==> src/rtl/ex_issue_pkg.sv <==
// rtl/ex_issue_pkg.sv - shared RV32I ALU select, opcode and width definitions for ex_issue
package ex_issue_pkg;

  localparam int XLEN = 32;

  typedef enum logic [3:0] {
    ALU_ADD  = 4'd0,
    ALU_SUB  = 4'd1,
    ALU_XOR  = 4'd2,
    ALU_OR   = 4'd3,
    ALU_AND  = 4'd4,
    ALU_SLL  = 4'd5,
    ALU_SRL  = 4'd6,
    ALU_SRA  = 4'd7,
    ALU_SLT  = 4'd8,
    ALU_SLTU = 4'd9
  } alu_sel_e;

  localparam logic [6:0] OPC_OP     = 7'b0110011;
  localparam logic [6:0] OPC_OPIMM  = 7'b0010011;
  localparam logic [6:0] OPC_LUI    = 7'b0110111;
  localparam logic [6:0] OPC_AUIPC  = 7'b0010111;
  localparam logic [6:0] OPC_JAL    = 7'b1101111;
  localparam logic [6:0] OPC_JALR   = 7'b1100111;
  localparam logic [6:0] OPC_BRANCH = 7'b1100011;
  localparam logic [6:0] OPC_LOAD   = 7'b0000011;
  localparam logic [6:0] OPC_STORE  = 7'b0100011;

  // alt selects SUB for funct3=000 and SRA for funct3=101
  function automatic alu_sel_e f3_to_sel(input logic [2:0] f3, input logic alt);
    case (f3)
      3'd0:    return alt ? ALU_SUB : ALU_ADD;
      3'd1:    return ALU_SLL;
      3'd2:    return ALU_SLT;
      3'd3:    return ALU_SLTU;
      3'd4:    return ALU_XOR;
      3'd5:    return alt ? ALU_SRA : ALU_SRL;
      3'd6:    return ALU_OR;
      default: return ALU_AND;
    endcase
  endfunction

endpackage

==> src/rtl/ex_issue_dec.sv <==
// rtl/ex_issue_dec.sv - combinational RV32I decode to ALU operands/select and tags
// Optional illegal-encoding flag enabled by EX_ISSUE_ILLEGAL_EN.
module ex_issue_dec
  import ex_issue_pkg::*;
#(
  parameter int WIDTH = XLEN
) (
  input  logic [31:0]      i_instr,
  input  logic [WIDTH-1:0] i_pc,
  input  logic [WIDTH-1:0] i_rs1_data,
  input  logic [WIDTH-1:0] i_rs2_data,
  output logic [WIDTH-1:0] o_alu_a,
  output logic [WIDTH-1:0] o_alu_b,
  output logic [3:0]       o_alu_sel,
  output logic [4:0]       o_rd,
  output logic             o_wb_en,
  output logic             o_is_branch,
  output logic [2:0]       o_br_funct3,
  output logic [WIDTH-1:0] o_store_data,
  output logic             o_illegal
);

  logic [6:0]       w_opc;
  logic [2:0]       w_f3;
  logic [6:0]       w_f7;
  logic [WIDTH-1:0] w_imm_i;
  logic [WIDTH-1:0] w_imm_s;
  logic [WIDTH-1:0] w_imm_u;
  logic             w_known;
  logic             w_bad;

  assign w_opc   = i_instr[6:0];
  assign w_f3    = i_instr[14:12];
  assign w_f7    = i_instr[31:25];
  assign w_imm_i = WIDTH'($signed(i_instr[31:20]));
  assign w_imm_s = WIDTH'($signed({i_instr[31:25], i_instr[11:7]}));
  assign w_imm_u = WIDTH'($signed({i_instr[31:12], 12'b0}));

  always_comb begin
    o_alu_a      = '0;
    o_alu_b      = '0;
    o_alu_sel    = ALU_ADD;
    o_rd         = '0;
    o_wb_en      = 1'b0;
    o_is_branch  = 1'b0;
    o_br_funct3  = '0;
    o_store_data = '0;
    o_illegal    = 1'b0;
    w_known      = 1'b1;
    w_bad        = 1'b0;
    case (w_opc)
      OPC_OP: begin
        o_alu_a   = i_rs1_data;
        o_alu_b   = i_rs2_data;
        o_alu_sel = f3_to_sel(w_f3, w_f7[5]);
        o_rd      = i_instr[11:7];
        o_wb_en   = 1'b1;
        w_bad     = !(w_f7 == 7'h00 || w_f7 == 7'h20) ||
                    (w_f7 == 7'h20 && w_f3 != 3'd0 && w_f3 != 3'd5);
      end
      OPC_OPIMM: begin
        o_alu_a   = i_rs1_data;
        o_alu_b   = w_imm_i;
        o_alu_sel = f3_to_sel(w_f3, w_f3 == 3'd5 && w_f7[5]);
        o_rd      = i_instr[11:7];
        o_wb_en   = 1'b1;
        w_bad     = (w_f3 == 3'd1 && w_f7 != 7'h00) ||
                    (w_f3 == 3'd5 && w_f7 != 7'h00 && w_f7 != 7'h20);
      end
      OPC_LUI, OPC_AUIPC: begin
        o_alu_a = (w_opc == OPC_AUIPC) ? i_pc : '0;
        o_alu_b = w_imm_u;
        o_rd    = i_instr[11:7];
        o_wb_en = 1'b1;
      end
      OPC_JAL, OPC_JALR: begin
        o_alu_a = i_pc;
        o_alu_b = WIDTH'(4);
        o_rd    = i_instr[11:7];
        o_wb_en = 1'b1;
      end
      OPC_BRANCH: begin
        o_alu_a     = i_rs1_data;
        o_alu_b     = i_rs2_data;
        o_alu_sel   = ALU_SUB;
        o_is_branch = 1'b1;
        o_br_funct3 = w_f3;
        w_bad       = (w_f3 == 3'd2 || w_f3 == 3'd3);
      end
      OPC_LOAD: begin
        o_alu_a = i_rs1_data;
        o_alu_b = w_imm_i;
        o_rd    = i_instr[11:7];
        o_wb_en = 1'b1;
      end
      OPC_STORE: begin
        o_alu_a      = i_rs1_data;
        o_alu_b      = w_imm_s;
        o_store_data = i_rs2_data;
      end
      default: w_known = 1'b0;
    endcase
    if (o_rd == 5'd0) o_wb_en = 1'b0;
`ifdef EX_ISSUE_ILLEGAL_EN
    if (w_bad || !w_known) begin
      o_illegal = 1'b1;
      o_wb_en   = 1'b0;
    end
`else
    // Without the flag, bad encodings collapse to the same NOP as unknown opcodes
    if (w_bad) begin
      o_alu_a      = '0;
      o_alu_b      = '0;
      o_alu_sel    = ALU_ADD;
      o_rd         = '0;
      o_wb_en      = 1'b0;
      o_is_branch  = 1'b0;
      o_br_funct3  = '0;
      o_store_data = '0;
    end
`endif
  end

endmodule

==> src/rtl/ex_issue.sv <==
// rtl/ex_issue.sv - ID/EX issue stage: decode plus 2-entry skid buffer with flush
// Optional illegal-encoding flag enabled by EX_ISSUE_ILLEGAL_EN.
module ex_issue
  import ex_issue_pkg::*;
#(
  parameter int WIDTH = XLEN
) (
  input  logic             clk,
  input  logic             rst,
  input  logic             flush,
  input  logic             in_valid,
  output logic             in_ready,
  input  logic [31:0]      instr,
  input  logic [WIDTH-1:0] pc,
  input  logic [WIDTH-1:0] rs1_data,
  input  logic [WIDTH-1:0] rs2_data,
  output logic             out_valid,
  input  logic             out_ready,
  output logic [WIDTH-1:0] alu_a,
  output logic [WIDTH-1:0] alu_b,
  output logic [3:0]       alu_sel,
  output logic [4:0]       rd,
  output logic             wb_en,
  output logic             is_branch,
  output logic [2:0]       br_funct3,
  output logic [WIDTH-1:0] store_data,
  output logic             illegal
);

  localparam int PW = 3 * WIDTH + 15;

  logic [WIDTH-1:0] w_alu_a;
  logic [WIDTH-1:0] w_alu_b;
  logic [3:0]       w_alu_sel;
  logic [4:0]       w_rd;
  logic             w_wb_en;
  logic             w_is_branch;
  logic [2:0]       w_br_funct3;
  logic [WIDTH-1:0] w_store_data;
  logic             w_illegal;
  logic [PW-1:0]    w_dec_pl;
  logic             w_accept;
  logic             w_issue;

  logic [PW-1:0]    r_head;
  logic [PW-1:0]    r_skid;
  logic             r_head_v;
  logic             r_skid_v;

  ex_issue_dec #(.WIDTH(WIDTH)) u_dec (
    .i_instr      (instr),
    .i_pc         (pc),
    .i_rs1_data   (rs1_data),
    .i_rs2_data   (rs2_data),
    .o_alu_a      (w_alu_a),
    .o_alu_b      (w_alu_b),
    .o_alu_sel    (w_alu_sel),
    .o_rd         (w_rd),
    .o_wb_en      (w_wb_en),
    .o_is_branch  (w_is_branch),
    .o_br_funct3  (w_br_funct3),
    .o_store_data (w_store_data),
    .o_illegal    (w_illegal)
  );

  assign w_dec_pl = {w_alu_a, w_alu_b, w_alu_sel, w_rd, w_wb_en, w_is_branch,
                     w_br_funct3, w_store_data, w_illegal};
  assign w_accept = in_valid && !r_skid_v;
  assign w_issue  = r_head_v && out_ready;

  // Skid only fills while the head is stalled, so an empty head implies an empty skid
  always_ff @(posedge clk or posedge rst) begin
    if (rst) begin
      r_head   <= '0;
      r_skid   <= '0;
      r_head_v <= 1'b0;
      r_skid_v <= 1'b0;
    end else if (flush) begin
      r_head_v <= 1'b0;
      r_skid_v <= 1'b0;
    end else if (!r_head_v || w_issue) begin
      if (r_skid_v) begin
        r_head   <= r_skid;
        r_head_v <= 1'b1;
        r_skid_v <= 1'b0;
      end else begin
        r_head_v <= w_accept;
        if (w_accept) r_head <= w_dec_pl;
      end
    end else if (w_accept) begin
      r_skid   <= w_dec_pl;
      r_skid_v <= 1'b1;
    end
  end

  assign in_ready  = !r_skid_v;
  assign out_valid = r_head_v;
  assign {alu_a, alu_b, alu_sel, rd, wb_en, is_branch, br_funct3, store_data, illegal} = r_head;

endmodule

==> config.mk <==
export PLATFORM = sky130hd
export DESIGN_NAME = ex_issue
export DESIGN_NICKNAME = d
export VERILOG_FILES = /design/src/rtl/ex_issue_pkg.sv /design/src/rtl/ex_issue_dec.sv /design/src/rtl/ex_issue.sv
export SDC_FILE = /design/constraint.sdc
export NUM_CORES = 1
export LEC_CHECK = 0
export CELL_PAD_IN_SITES_DETAIL_PLACEMENT = 1
export CELL_PAD_IN_SITES_GLOBAL_PLACEMENT = 1
export CORE_MARGIN = 4
export CORE_UTILIZATION = 38
export DETAILED_ROUTE_END_ITERATION = 8
export PLACE_DENSITY = 0.85
export SETUP_SLACK_MARGIN = 0.5
export SLEW_MARGIN = 40
export SYNTH_ARGS = -nofsm -noshare
export SYNTH_HDL_FRONTEND = slang
export SYNTH_SLANG_ARGS = --single-unit
==> constraint.sdc <==
create_clock -name clk -period 8.7 [get_ports clk]
set_clock_uncertainty 0.2 [all_clocks]
set_input_delay 0.87 -clock clk [delete_from_list [all_inputs] [get_ports clk]]
set_output_delay 0.87 -clock clk [all_outputs]
set_load 0.005 [all_outputs]
==> flow_metrics.env <==
export IMPL_fin_worst_hold_slack_ns=0.2700
export IMPL_synth_warning_count=0
export IMPL_global_route_overflow_total=0
export IMPL_p_int_mw=1.896
export IMPL_ir_worst_vdd_uv=118.8
export IMPL_relative_slew_margins_pct=41.27
export IMPL_port_buffers=244
export IMPL_first_global_vias=10087
export IMPL_worstMarginPinSlew_ns=0.8810
export IMPL_drt_iter0_markers=692
export IMPL_die_area_um2=29710
export IMPL_regToRegEndpoint="r_head[63]$_DFFE_PP0P_"
export IMPL_post_synth_instance_area_um2=10260
export IMPL_synth_edff_count=0
export IMPL_utilization_after_layout_pct=52.27
export IMPL_layout_filler_cells=2932
export IMPL_grt_setup_unrepaired="false"
export IMPL_synth_xor_xnor_area_share_pct=0.08532
export IMPL_final_period_utilization_pct=44.72
export IMPL_finalPower_mw=2.527
export IMPL_post_cts_buffers=0
export IMPL_timing_setup_tns_ns=0
export IMPL_synth_adder_area_share_pct=0
export IMPL_dieHeight_um=172.4
export IMPL_combPwrFrac_pct=14.4
export IMPL_post_drt_antenna_nets=0
export IMPL_clk_transition_reported_paths_ns=0.06
export IMPL_clk_insertion_delay_late_ns=0.52
export IMPL_viasPerCell=5.879
export IMPL_routed_wl_mm=36.83
export IMPL_gr_usage_met1_pct=31.22
export IMPL_holdPathEnd="r_skid[37]$_DFFE_PP0P_"
export IMPL_power_frac_seq_pct=44.5
export IMPL_switching_share_pct=24.95
export IMPL_leakagePower_nw=5.354
export IMPL_finalMaxSlewViolations=0
export IMPL_dominant_combinational_cell_family_by_area_after_synthesis="compound AO/OA/AOI/OAI gates"
export IMPL_fmax_mhz=257.0
export IMPL_hpwlAfterDp_mm=24.55
export IMPL_worstHoldPathType="flop to flop"
export IMPL_cts_max_level=1
export IMPL_design_area_um2=13740
export IMPL_synth_seq_area_share_pct=54.12
export IMPL_cts_resized_gates=0
export IMPL_post_synth_mux_area_share_pct=0
export IMPL_report_final_setup_viol=0
export IMPL_place_area_um2=12910
export IMPL_row_count=59
export IMPL_ys_ff_latch=222
export IMPL_r2r_start="r_skid_v$_DFFE_PP0P_"
export IMPL_dr_pass1_iters=6
export IMPL_setup_worst_path_start_class="input port"
export IMPL_chipWidth_um=172.4
export IMPL_wire_per_inst_um=22.48
export IMPL_critical_path_peak_fanout=43
export IMPL_dr_total_vias=9629
export IMPL_grt_pass1_wl_mm=57.33
export IMPL_antenna_found_initial=5
export IMPL_layout_common_cells="sky130_fd_sc_hd__clkdlybuf4s50_1, sky130_fd_sc_hd__nand2_1, sky130_fd_sc_hd__dfrtp_1"
export IMPL_worst_r2r_setup_slack_ns=5.35
export IMPL_fin_crit_ns=3.891
export IMPL_crit_path_end_kind="flop"
export IMPL_power_switching_mw=0.6303
export IMPL_cts_tree="done"
export IMPL_floorplan_io_pins=246
export IMPL_ff2ff_path_depth=5
export IMPL_min_path_cells=2
export IMPL_hold_viol_final=0
export IMPL_starting_density_of_the_core_pct=39.06
export IMPL_timing_worst_setup_path_type="input port to flop"
export IMPL_yosysUniqueCellTypes=43
export IMPL_drive_above_1_share_pct=6.086
export IMPL_cts_sink_count=222
export IMPL_remaining_drc_errors=0
export IMPL_cts_hold_repair_buffers=0
export IMPL_yosys_most_used_dff="sky130_fd_sc_hd__dfrtp_1"
export IMPL_synthSimpleGateAreaFrac_pct=15.57
export IMPL_worst_ep_required_time_ns=8.86
export IMPL_fin_nets=1413
export IMPL_grt_use_met2_pct=41.13
export IMPL_run_status="complete, no violations"
export IMPL_syn_num_nets=1230
export IMPL_cts_inserted_buffers=25
export IMPL_synth_avg_cell_area_um2=9.357
export IMPL_clock_power_share_pct=41.1
export IMPL_globalRouteTotalUtil_pct=24.23
export IMPL_cap_viol_max_count=0
export IMPL_top_usage_layer="met2"
export IMPL_pwr_density_cell_nw_per_um2=183.9
export IMPL_met3_use_gr_pct=3.772
export IMPL_syn_to_final_growth_pct=33.82
export IMPL_synth_compound_area_share_pct=25.94
export IMPL_synthCells=1097
export IMPL_hold_path_startpoint="r_skid[37]$_DFFE_PP0P_"
export IMPL_clock_path_buffers=3
export IMPL_data_arrival_time_of_the_critical_path_ns=4.05
export IMPL_grt_max_degree=119
export IMPL_core_area_um2=26280
export IMPL_globalplace_congestion=0.8408
export IMPL_clock_root_buffer="sky130_fd_sc_hd__clkbuf_16"
export IMPL_layout_cells_most_common="sky130_fd_sc_hd__clkdlybuf4s50_1"
export IMPL_share_of_flip_flops_with_an_asynchronous_set_or_reset_pct=100.0
-- state kept, by name (all words and copies together), names as in the netlist --
signal,count
r_skid,110
r_skid_v,1
r_head,110
out_valid,1
-- per-stage QoR --
stage / setup slack [ns] / std cells
3_3_place_gp: 4.426 / 1587
3_5_place_dp: 4.336 / 1588
6_report: 4.809 / 1638
2_1_floorplan: 1.552 / 1097
5_1_grt: 4.641 / 1638
4_1_cts: 4.851 / 1633
-- how the worst max path moves through the flow --
stage                     slack, ns  cells past startpoint      from                      to
after global routing           4.64                      7  instr[5]  r_head[63]$_DFFE_PP0P_
after floorplan                1.55                      1       rst   out_valid$_DFFE_PP0N_
after CTS                      4.85                      7  instr[5]  r_skid[91]$_DFFE_PP0P_
after detailed placement       4.34                      7  instr[5]  r_skid[95]$_DFFE_PP0P_
after global placement         4.43                      7  instr[5]  r_skid[91]$_DFFE_PP0P_
final                          4.81                      7  instr[5]  r_head[63]$_DFFE_PP0P_
-- layout make-up --
class / count / area (µm²) / area share, %
Clock inverter: 12 / 115.1 / 0.8380
Timing Repair Buffer: 260 / 2592 / 18.87
Inverter: 3 / 23.77 / 0.1731
Multi-Input combinational cell: 768 / 4329 / 31.51
Clock buffer: 33 / 685.7 / 4.991
Tap cell: 335 / 419.2 / 3.051
Sequential cell: 222 / 5559 / 40.47
Antenna cell: 5 / 12.51 / 0.09108
-- layer usage --
metal | vias to the layer above | share of wire [%]
li1 | 4332 | -
met1 | 4929 | 40
met2 | 293 | 51
met3 | 75 | 5.1
met4 | 0 | 3.9
met5 | - | 0
-- critical path: stages --
cell and delay (ns):
sky130_fd_sc_hd__clkdlybuf4s50_1 0.95, sky130_fd_sc_hd__nor2b_1 0.49, sky130_fd_sc_hd__nand2_1 0.10, sky130_fd_sc_hd__o21a_1 0.29, sky130_fd_sc_hd__o211ai_4 0.53, sky130_fd_sc_hd__buf_4 0.57, sky130_fd_sc_hd__o211ai_1 0.20
-- power by group through the flow --
stage	combinational, mW	clock [mW]	sequential, mW
6_report	0.364	1.04	1.12
5_1_grt	0.393	1.10	1.13
4_1_cts	0.368	1.05	1.12
3_5_place_dp	0.364	0	1.14
3_3_place_gp	0.356	0	1.14
2_1_floorplan	0.133	0	1.14
-- cells in the mapped netlist, types with 2 or more instances --
| cell | count | area share [%] |
|---|---|---|
| sky130_fd_sc_hd__o31ai_2 | 10 | 1.2 |
| sky130_fd_sc_hd__nor3_1 | 2 | 0.098 |
| sky130_fd_sc_hd__o21a_1 | 36 | 2.6 |
| sky130_fd_sc_hd__nand3_1 | 47 | 2.3 |
| sky130_fd_sc_hd__nand4_1 | 6 | 0.37 |
| sky130_fd_sc_hd__clkbuf_1 | 90 | 3.3 |
| sky130_fd_sc_hd__dfrtp_1 | 222 | 54 |
| sky130_fd_sc_hd__a22oi_1 | 32 | 2.3 |
| sky130_fd_sc_hd__inv_1 | 2 | 0.073 |
| sky130_fd_sc_hd__a21oi_1 | 75 | 3.7 |
| sky130_fd_sc_hd__nor2_1 | 54 | 2.0 |
| sky130_fd_sc_hd__o31ai_1 | 50 | 3.7 |
| sky130_fd_sc_hd__buf_4 | 2 | 0.15 |
| sky130_fd_sc_hd__nor2b_1 | 11 | 0.67 |
| sky130_fd_sc_hd__buf_1 | 5 | 0.18 |
| sky130_fd_sc_hd__buf_2 | 4 | 0.20 |
| sky130_fd_sc_hd__o22ai_1 | 32 | 2.0 |
| sky130_fd_sc_hd__and3b_1 | 3 | 0.26 |
| sky130_fd_sc_hd__o21ai_0 | 60 | 2.9 |
| sky130_fd_sc_hd__and3_1 | 8 | 0.49 |
| sky130_fd_sc_hd__o211ai_1 | 64 | 4.7 |
| sky130_fd_sc_hd__nand2_1 | 232 | 8.5 |
| sky130_fd_sc_hd__a221oi_1 | 21 | 1.8 |
| sky130_fd_sc_hd__o211ai_2 | 2 | 0.24 |
| sky130_fd_sc_hd__or4_1 | 3 | 0.22 |
| sky130_fd_sc_hd__nor4bb_1 | 2 | 0.20 |
| sky130_fd_sc_hd__buf_6 | 3 | 0.33 |
| sky130_fd_sc_hd__nand2b_1 | 4 | 0.24 |
-- cells by family (layout without fill, tap and decap cells) --
group	after synthesis	after routing
compound gates	390	390
simple gates	376	376
flops	222	222
buf+inv	107	308
other cells	1	6
xor+xnor	1	1
Note: power is estimated with default switching activity, not from simulation.
